<file path="config.mk">
export PLATFORM = sky130hd
export DESIGN_NAME = gate_driver_fault_ctrl
export DESIGN_NICKNAME = d
export VERILOG_FILES = /design/src/rtl/bldc_gate_pkg.sv /design/src/rtl/fault_pin_filter.sv /design/src/rtl/gate_driver_fault_ctrl.sv
export SDC_FILE = /design/constraint.sdc
export NUM_CORES = 1
export LEC_CHECK = 0
export CAP_MARGIN = 40
export CORE_AREA = 2 2 71 73
export DETAILED_ROUTE_END_ITERATION = 7
export DIE_AREA = 0 0 73 75
export PLACE_DENSITY = 0.73
export SLEW_MARGIN = 20
export SYNTH_ARGS = -nofsm -noshare
export SYNTH_HDL_FRONTEND = slang
export SYNTH_SLANG_ARGS = --single-unit
</file>
<file path="constraint.sdc">
create_clock -name sys_clk -period 1.8 [get_ports sys_clk]
set_input_delay 0.45 -clock sys_clk [delete_from_list [all_inputs] [get_ports sys_clk]]
set_output_delay 0.45 -clock sys_clk [all_outputs]
set_load 0.02 [all_outputs]
</file>
<file path="src/rtl/bldc_gate_pkg.sv">
// Shared types and helpers for the BLDC gate-driver supervision blocks.
package bldc_gate_pkg;

  // Supervisor states for one gate driver.
  typedef enum logic [2:0] {
    ST_IDLE       = 3'd0,
    ST_RUN        = 3'd1,
    ST_RESET_REQ  = 3'd2,
    ST_RESET_WAIT = 3'd3,
    ST_SETTLE     = 3'd4,
    ST_LOCKOUT    = 3'd5
  } gate_fault_state_t;

  // Converts a duration in microseconds to clock ticks. A zero result is
  // raised to one tick so every timed phase lasts at least one cycle.
  function automatic int unsigned us_to_ticks(input int unsigned freq_hz,
                                              input int unsigned time_us);
    int unsigned ticks;
    ticks = (freq_hz / 32'd1_000_000) * time_us;
    if (ticks == 32'd0) begin
      ticks = 32'd1;
    end else begin
      ticks = ticks;
    end
    return ticks;
  endfunction

endpackage

</file>
<file path="src/rtl/fault_pin_filter.sv">
// Two-flop synchronizer plus symmetric glitch filter for the active-low
// nFAULT pin. The filtered level only changes after the synchronized pin
// has disagreed with it for filter_ticks consecutive cycles.
module fault_pin_filter
  import bldc_gate_pkg::*;
#(
  parameter int unsigned filter_ticks = 108
) (
  input  logic i_clk,
  input  logic i_rst_n,
  input  logic i_pin_n,
  output logic o_fault
);

  localparam int unsigned TICKS = (filter_ticks == 32'd0) ? 32'd1 : filter_ticks;
  localparam int unsigned CW    = $clog2(TICKS + 32'd1);

  localparam logic [CW-1:0] CNT_ZERO = CW'(0);
  localparam logic [CW-1:0] CNT_ONE  = CW'(1);
  localparam logic [CW-1:0] CNT_LAST = CW'(TICKS - 32'd1);

  logic          r_sync1;
  logic          r_sync2;
  logic          r_fault;
  logic [CW-1:0] r_cnt;
  logic [CW-1:0] w_cnt_nxt;
  logic          w_fault_nxt;
  logic          w_level_fault;

  assign w_level_fault = ~r_sync2;
  assign o_fault       = r_fault;

  // Bring the asynchronous pin into the clock domain; idle level is "no fault".
  always_ff @(posedge i_clk or negedge i_rst_n) begin
    if (!i_rst_n) begin
      r_sync1 <= 1'b1;
      r_sync2 <= 1'b1;
    end else begin
      r_sync1 <= i_pin_n;
      r_sync2 <= r_sync1;
    end
  end

  // Count consecutive disagreeing samples; any agreeing sample restarts the count.
  always_comb begin
    w_cnt_nxt   = CNT_ZERO;
    w_fault_nxt = r_fault;
    if (w_level_fault != r_fault) begin
      if (r_cnt == CNT_LAST) begin
        w_fault_nxt = w_level_fault;
        w_cnt_nxt   = CNT_ZERO;
      end else begin
        w_cnt_nxt   = r_cnt + CNT_ONE;
      end
    end else begin
      w_cnt_nxt = CNT_ZERO;
    end
  end

  // Hold the filter counter and the filtered fault level.
  always_ff @(posedge i_clk or negedge i_rst_n) begin
    if (!i_rst_n) begin
      r_cnt   <= CNT_ZERO;
      r_fault <= 1'b0;
    end else begin
      r_cnt   <= w_cnt_nxt;
      r_fault <= w_fault_nxt;
    end
  end

endmodule

</file>
<file path="src/rtl/gate_driver_fault_ctrl.sv">
// Gate-driver fault supervisor: filters nFAULT, requests fast then slow
// resets from the downstream reset block, and latches a lockout once the
// retry budget is spent. All outputs are registered from the next state so
// they change on the same edge as the state itself.
module gate_driver_fault_ctrl
  import bldc_gate_pkg::*;
#(
  parameter int unsigned clk_freq_hz  = 54_000_000,
  parameter int unsigned filter_us    = 2,
  parameter int unsigned settle_us    = 50,
  parameter int unsigned healthy_us   = 1000,
  parameter int unsigned fast_retries = 2,
  parameter int unsigned max_retries  = 4
) (
  input  logic                             sys_clk,
  input  logic                             reset_n,
  input  logic                             enable_req,
  input  logic                             n_fault,
  input  logic                             clear_lockout,
  input  logic                             reset_done,
  output logic                             driver_enable,
  output logic                             reset_start,
  output logic                             slow_reset,
  output logic                             fault_active,
  output logic                             lockout,
  output logic [$clog2(max_retries+1)-1:0] retry_count
);

  localparam int unsigned FILTER_TICKS  = us_to_ticks(clk_freq_hz, filter_us);
  localparam int unsigned SETTLE_TICKS  = us_to_ticks(clk_freq_hz, settle_us);
  localparam int unsigned HEALTHY_TICKS = us_to_ticks(clk_freq_hz, healthy_us);

  localparam int unsigned RW = $clog2(max_retries + 32'd1);
  localparam int unsigned SW = $clog2(SETTLE_TICKS + 32'd1);
  localparam int unsigned HW = $clog2(HEALTHY_TICKS + 32'd1);

  localparam logic [RW-1:0] RETRY_ZERO   = RW'(0);
  localparam logic [RW-1:0] RETRY_ONE    = RW'(1);
  localparam logic [RW-1:0] RETRY_MAX    = RW'(max_retries);
  localparam logic [RW-1:0] RETRY_FAST   = RW'(fast_retries);
  localparam logic [SW-1:0] PHASE_ZERO   = SW'(0);
  localparam logic [SW-1:0] PHASE_ONE    = SW'(1);
  localparam logic [SW-1:0] PHASE_SAT    = {SW{1'b1}};
  localparam logic [SW-1:0] SETTLE_LAST  = SW'(SETTLE_TICKS - 32'd1);
  localparam logic [HW-1:0] HEALTHY_ZERO = HW'(0);
  localparam logic [HW-1:0] HEALTHY_ONE  = HW'(1);
  localparam logic [HW-1:0] HEALTHY_LAST = HW'(HEALTHY_TICKS - 32'd1);

  gate_fault_state_t r_state;
  gate_fault_state_t w_state_nxt;
  logic [RW-1:0]     r_retry;
  logic [RW-1:0]     w_retry_nxt;
  logic [SW-1:0]     r_phase;
  logic [SW-1:0]     w_phase_nxt;
  logic [HW-1:0]     r_healthy;
  logic [HW-1:0]     w_healthy_nxt;
  logic              r_driver_enable;
  logic              r_reset_start;
  logic              r_slow_reset;
  logic              r_lockout;
  logic              w_enable_nxt;
  logic              w_start_nxt;
  logic              w_slow_nxt;
  logic              w_lockout_nxt;
  logic              w_fault;
  logic              w_wait_armed;

  fault_pin_filter #(
    .filter_ticks (FILTER_TICKS)
  ) u_fault_pin_filter (
    .i_clk   (sys_clk),
    .i_rst_n (reset_n),
    .i_pin_n (n_fault),
    .o_fault (w_fault)
  );

  // The reset block drops reset_done one cycle after the start pulse, so the
  // first RESET_WAIT cycle (phase 0) must not look at it.
  assign w_wait_armed = (r_phase != PHASE_ZERO);

  // Next-state, retry bookkeeping and timed-phase counters.
  always_comb begin
    w_state_nxt   = r_state;
    w_retry_nxt   = r_retry;
    w_healthy_nxt = HEALTHY_ZERO;
    w_phase_nxt   = PHASE_ZERO;
    w_slow_nxt    = 1'b0;
    case (r_state)
      ST_IDLE: begin
        w_retry_nxt = RETRY_ZERO;
        if (enable_req) begin
          w_state_nxt = ST_RUN;
        end else begin
          w_state_nxt = ST_IDLE;
        end
      end
      ST_RUN: begin
        if (!enable_req) begin
          w_state_nxt = ST_IDLE;
          w_retry_nxt = RETRY_ZERO;
        end else if (w_fault) begin
          if (r_retry == RETRY_MAX) begin
            w_state_nxt = ST_LOCKOUT;
          end else begin
            w_state_nxt = ST_RESET_REQ;
          end
        end else if (r_healthy == HEALTHY_LAST) begin
          w_retry_nxt   = RETRY_ZERO;
          w_healthy_nxt = HEALTHY_ZERO;
        end else begin
          w_healthy_nxt = r_healthy + HEALTHY_ONE;
        end
      end
      ST_RESET_REQ: begin
        if (!enable_req) begin
          w_state_nxt = ST_IDLE;
          w_retry_nxt = RETRY_ZERO;
        end else begin
          w_state_nxt = ST_RESET_WAIT;
        end
      end
      ST_RESET_WAIT: begin
        if (!enable_req) begin
          w_state_nxt = ST_IDLE;
          w_retry_nxt = RETRY_ZERO;
        end else if (w_wait_armed && reset_done) begin
          w_state_nxt = ST_SETTLE;
        end else begin
          w_state_nxt = ST_RESET_WAIT;
        end
      end
      ST_SETTLE: begin
        if (!enable_req) begin
          w_state_nxt = ST_IDLE;
          w_retry_nxt = RETRY_ZERO;
        end else if (r_phase == SETTLE_LAST) begin
          if (!w_fault) begin
            w_state_nxt = ST_RUN;
          end else if (r_retry == RETRY_MAX) begin
            w_state_nxt = ST_LOCKOUT;
          end else begin
            w_state_nxt = ST_RESET_REQ;
          end
        end else begin
          w_state_nxt = ST_SETTLE;
        end
      end
      ST_LOCKOUT: begin
        if (clear_lockout) begin
          w_state_nxt = ST_IDLE;
          w_retry_nxt = RETRY_ZERO;
        end else begin
          w_state_nxt = ST_LOCKOUT;
        end
      end
      default: begin
        w_state_nxt = ST_IDLE;
        w_retry_nxt = RETRY_ZERO;
      end
    endcase

    // Issuing a reset: pick its type from the count before this reset, then count it.
    if (w_state_nxt == ST_RESET_REQ) begin
      w_slow_nxt = (r_retry >= RETRY_FAST);
      if (r_retry != RETRY_MAX) begin
        w_retry_nxt = r_retry + RETRY_ONE;
      end else begin
        w_retry_nxt = r_retry;
      end
    end else begin
      w_slow_nxt = 1'b0;
    end

    // Phase counter restarts on every state change and saturates otherwise.
    if (w_state_nxt != r_state) begin
      w_phase_nxt = PHASE_ZERO;
    end else if (r_phase != PHASE_SAT) begin
      w_phase_nxt = r_phase + PHASE_ONE;
    end else begin
      w_phase_nxt = r_phase;
    end
  end

  // Output decode from the upcoming state.
  always_comb begin
    w_enable_nxt  = 1'b0;
    w_start_nxt   = 1'b0;
    w_lockout_nxt = 1'b0;
    case (w_state_nxt)
      ST_RUN, ST_RESET_WAIT, ST_SETTLE: begin
        w_enable_nxt = 1'b1;
      end
      ST_RESET_REQ: begin
        w_enable_nxt = 1'b1;
        w_start_nxt  = 1'b1;
      end
      ST_LOCKOUT: begin
        w_lockout_nxt = 1'b1;
      end
      default: begin
        w_enable_nxt = 1'b0;
      end
    endcase
  end

  // State, counters and registered outputs.
  always_ff @(posedge sys_clk or negedge reset_n) begin
    if (!reset_n) begin
      r_state         <= ST_IDLE;
      r_retry         <= RETRY_ZERO;
      r_phase         <= PHASE_ZERO;
      r_healthy       <= HEALTHY_ZERO;
      r_driver_enable <= 1'b0;
      r_reset_start   <= 1'b0;
      r_slow_reset    <= 1'b0;
      r_lockout       <= 1'b0;
    end else begin
      r_state         <= w_state_nxt;
      r_retry         <= w_retry_nxt;
      r_phase         <= w_phase_nxt;
      r_healthy       <= w_healthy_nxt;
      r_driver_enable <= w_enable_nxt;
      r_reset_start   <= w_start_nxt;
      r_slow_reset    <= w_slow_nxt;
      r_lockout       <= w_lockout_nxt;
    end
  end

  assign driver_enable = r_driver_enable;
  assign reset_start   = r_reset_start;
  assign slow_reset    = r_slow_reset;
  assign fault_active  = w_fault;
  assign lockout       = r_lockout;
  assign retry_count   = r_retry;

endmodule

</file>
==> results of run 1 <==
cell families (layout without fill, tap and decap cells):
logic type | count (synthesis) | in the layout | synth area share, %
xor gates and xnor gates | 28 | 28 | 10.2
AOI/OAI and AO/OA | 23 | 23 | 7.41
and+or+nand+nor | 127 | 127 | 26.5
buffers and inverters | 14 | 80 | 2.56
adders and majority gates | 6 | 6 | 3.13
DFF | 48 | 48 | 50.2
repair_timing:
action                     CTS  global route
cloned                       0             0
pin swaps                   10             5
gates resized for setup     14            23
setup buffers                6             2
setup endpoints to repair   19            33
worst max-delay path by stage:
stage                                        from                       to  slack (ns)  depth (start not counted)
after global routing      r_phase[11]$_DFFE_PN0P_   r_phase[7]$_DFFE_PN0P_       -0.38                          7
final                     r_phase[11]$_DFFE_PN0P_  r_phase[10]$_DFFE_PN0P_       -0.31                          7
after floorplan            r_phase[6]$_DFFE_PN0P_  r_phase[10]$_DFFE_PN0P_        -0.1                          7
after CTS                  r_phase[6]$_DFFE_PN0P_  r_phase[10]$_DFFE_PN0P_       -0.28                          7
after detailed placement               enable_req   r_phase[9]$_DFFE_PN0P_       -0.49                          7
after global placement                 enable_req  r_phase[10]$_DFFE_PN0P_       -0.44                          7
report_power, final:
| group | internal (µW) | total, µW | switching (µW) |
|---|---|---|---|
| combinational | 78.7 | 170 | 91.3 |
| clock | 555 | 903 | 347 |
| sequential | 1100 | 1110 | 15.4 |
| total | 1730 | 2190 | 454 |
per-layer routing:
metal	share of wire (%)	vias up	GRT usage, %
li1	-	975	-
met2	52	30	36.4
met1	44	982	27.5
met3	2.8	4	3.88
met5	0	-	0
met4	0.99	0	4.32
area by class of cell:
type	instances	share of cell area, %
Multi-Input combinational cell	184	39.0
Timing Repair Buffer	62	16.1
Sequential cell	48	37.5
Inverter	10	1.17
Tap cell	54	2.10
Clock inverter	2	1.87
Clock buffer	6	2.25
state kept, by name, summed over array words and instances, names as in the netlist, 3 cells and up:
name                      cells
r_phase                      12
retry_count                   3
u_fault_pin_filter.r_cnt      7
r_state                       3
r_healthy                    16
cells in the mapped netlist (4+ instances only):
cell type / instances
a21oi_1: 5
and2_1: 8
and3_1: 11
and4_1: 5
dfrtp_1: 46
ha_1: 6
inv_1: 9
nand2_1: 22
nand3_1: 17
nand4_1: 7
nor2_1: 42
nor3_1: 4
o21ai_0: 5
xnor2_1: 10
xor2_1: 18
metrics by stage:
stage	total power (µW)	instances	setup TNS (ns)	hold WS [ns]
after global routing	2270	366	-4.51	0.0911
after detailed placement	1280	352	-7.58	0.349
after floorplan	1200	246	-0.703	0.154
after CTS	2190	365	-3.19	0.0773
final	2190	366	-3.53	0.0709
after global placement	1280	352	-6.79	0.347
worst max-delay path, cell delays in order, from the launching register on:
cell and delay, ns:
dfrtp_1 0.43, nor4_4 0.32, nand4_1 0.17, a311o_1 0.39, and4_4 0.20, o211ai_4 0.28, buf_4 0.18, a211oi_4 0.03
==> results.yml, run 1 <==
synth:
  synth.top_cell.area_share_pct: 48.0
  ys.flop_type: "dfrtp_1"
  yosys.area.top_type: "dfrtp_1"
  yosys_warnings: 0
  syn_avg_cell_area_um2: 9.75
  synth_edf_count: 0
  syn_area_um2: 2400
  yosysSeqAreaShare_pct: 50.2
  ys_types: 37
  syn-num-nets: 258
  synthTopCellsByArea: "dfrtp_1 48%, nor2_1 6.6%, xor2_1 6.6%"
  ys_async_sr_fraction_pct: 100
  ys_ff_latch: 48
  netlist_instances: 246
finish:
  mostFrequentLayoutCell: "dfrtp_1"
  fin_nets: 323
  design_area_um2: 3220
  num_antenna_cells: 0
  ff_latch_area_um2: 1210
  postLayoutCoreUtil_pct: 69.1
  layout-drive-gt1-share_pct: 28.8
  multiInputGateArea_um2: 1260
  most-common-layout-cells: "43 x dfrtp_1, 41 x buf_4, 35 x nor2_1, 21 x nand2_1, 18 x xor2_1"
  areaGrowthSynthToFinish_pct: 34.3
  fill_cells: 347
place:
  placed_area_um2: 2910
  hpwlAfterDp_mm: 3.61
  place.gp.congestion: 0.892
  pre_cts_ws_ns: -0.486
  port-buffer-count: 13
critical_path:
  r2r_end: "r_phase[10]$_DFFE_PN0P_"
  rrSetupSlack_ns: -0.31
  arrival_ns: 2.28
  ff2ff_path_depth: 7
  startpoint_type: "register"
  r2r_start: "r_phase[11]$_DFFE_PN0P_"
  path_class: "reg2reg"
  required_ns: 1.97
  crit_fanout: 5
  end_kind: "register"
floorplan:
  die_w_um: 73
  coreArea_um2: 4660
  rows: 25
  ioPinCount: 14
  die_h_um: 75
  initial_core_util_pct: 51.4
  dieArea_um2: 5480
detailed_routing:
  firstDrtPassIters: 4
  antenna_left: 0
  totalWireLength_mm: 5.35
  drt_iter0_drc: 70
  vias_per_cell: 5.44
  wl_per_cell_um: 14.6
  drc: 0
  via_count: 1991
sta:
  tightest_slew_ns: 0.399
  setup_ws_ns: -0.311
  final_hold_viol_count: 0
  maxSlewViolCount: 0
  fmax_mhz: 474
  period_share_pct: 117
  finClkSkew_ns: 0.0102
  rsz0062_at_grt: "true"
  max_slew_margin_pct: 73.4
  setup_viol: 14
  post-route-min-period_ns: 2.11
global_route:
  first_global_vias: 1942
  grt_max_degree: 20
  grt_first_pass_wirelength_mm: 8.96
  antenna_found_initial: 0
  grt-ovfl-total: 0
  grtUsageTotal_pct: 20.9
hold_path:
  worstHoldPathType: "in2async"
cts:
  clk_pin_slew_ns: 0.09
  clock_latency_ns: 0.29
  htree_levels: 2
  cts_buffer_depth: 2
  cts_sinks: 48
  ctsHoldBuffers: 0
  numCtsBuffers: 5
  cts-root-buf: "clkbuf_8"
  cts_tree: "yes"
status:
  status: "complete, but fails checks"
  violations: "negative setup slack"
run:
  maxCapViolations: 0
power:
  powerDensity_nw_per_um2: 679
  p_leak_uw: 0.00149
  irDropWorstVdd_mv: 0.485
(Power assumes the default switching activity.)
==> run 2: changes to the inputs <==
--- a/config.mk
+++ b/config.mk
@@ -5,7 +5,6 @@
 export SDC_FILE = /design/constraint.sdc
 export NUM_CORES = 1
 export LEC_CHECK = 0
-export CAP_MARGIN = 40
 export CORE_AREA = 2 2 71 73
 export DETAILED_ROUTE_END_ITERATION = 7
 export DIE_AREA = 0 0 73 75
==> results of run 2 <==
The final DEF is identical to that of run 1; final timing and power are the same.
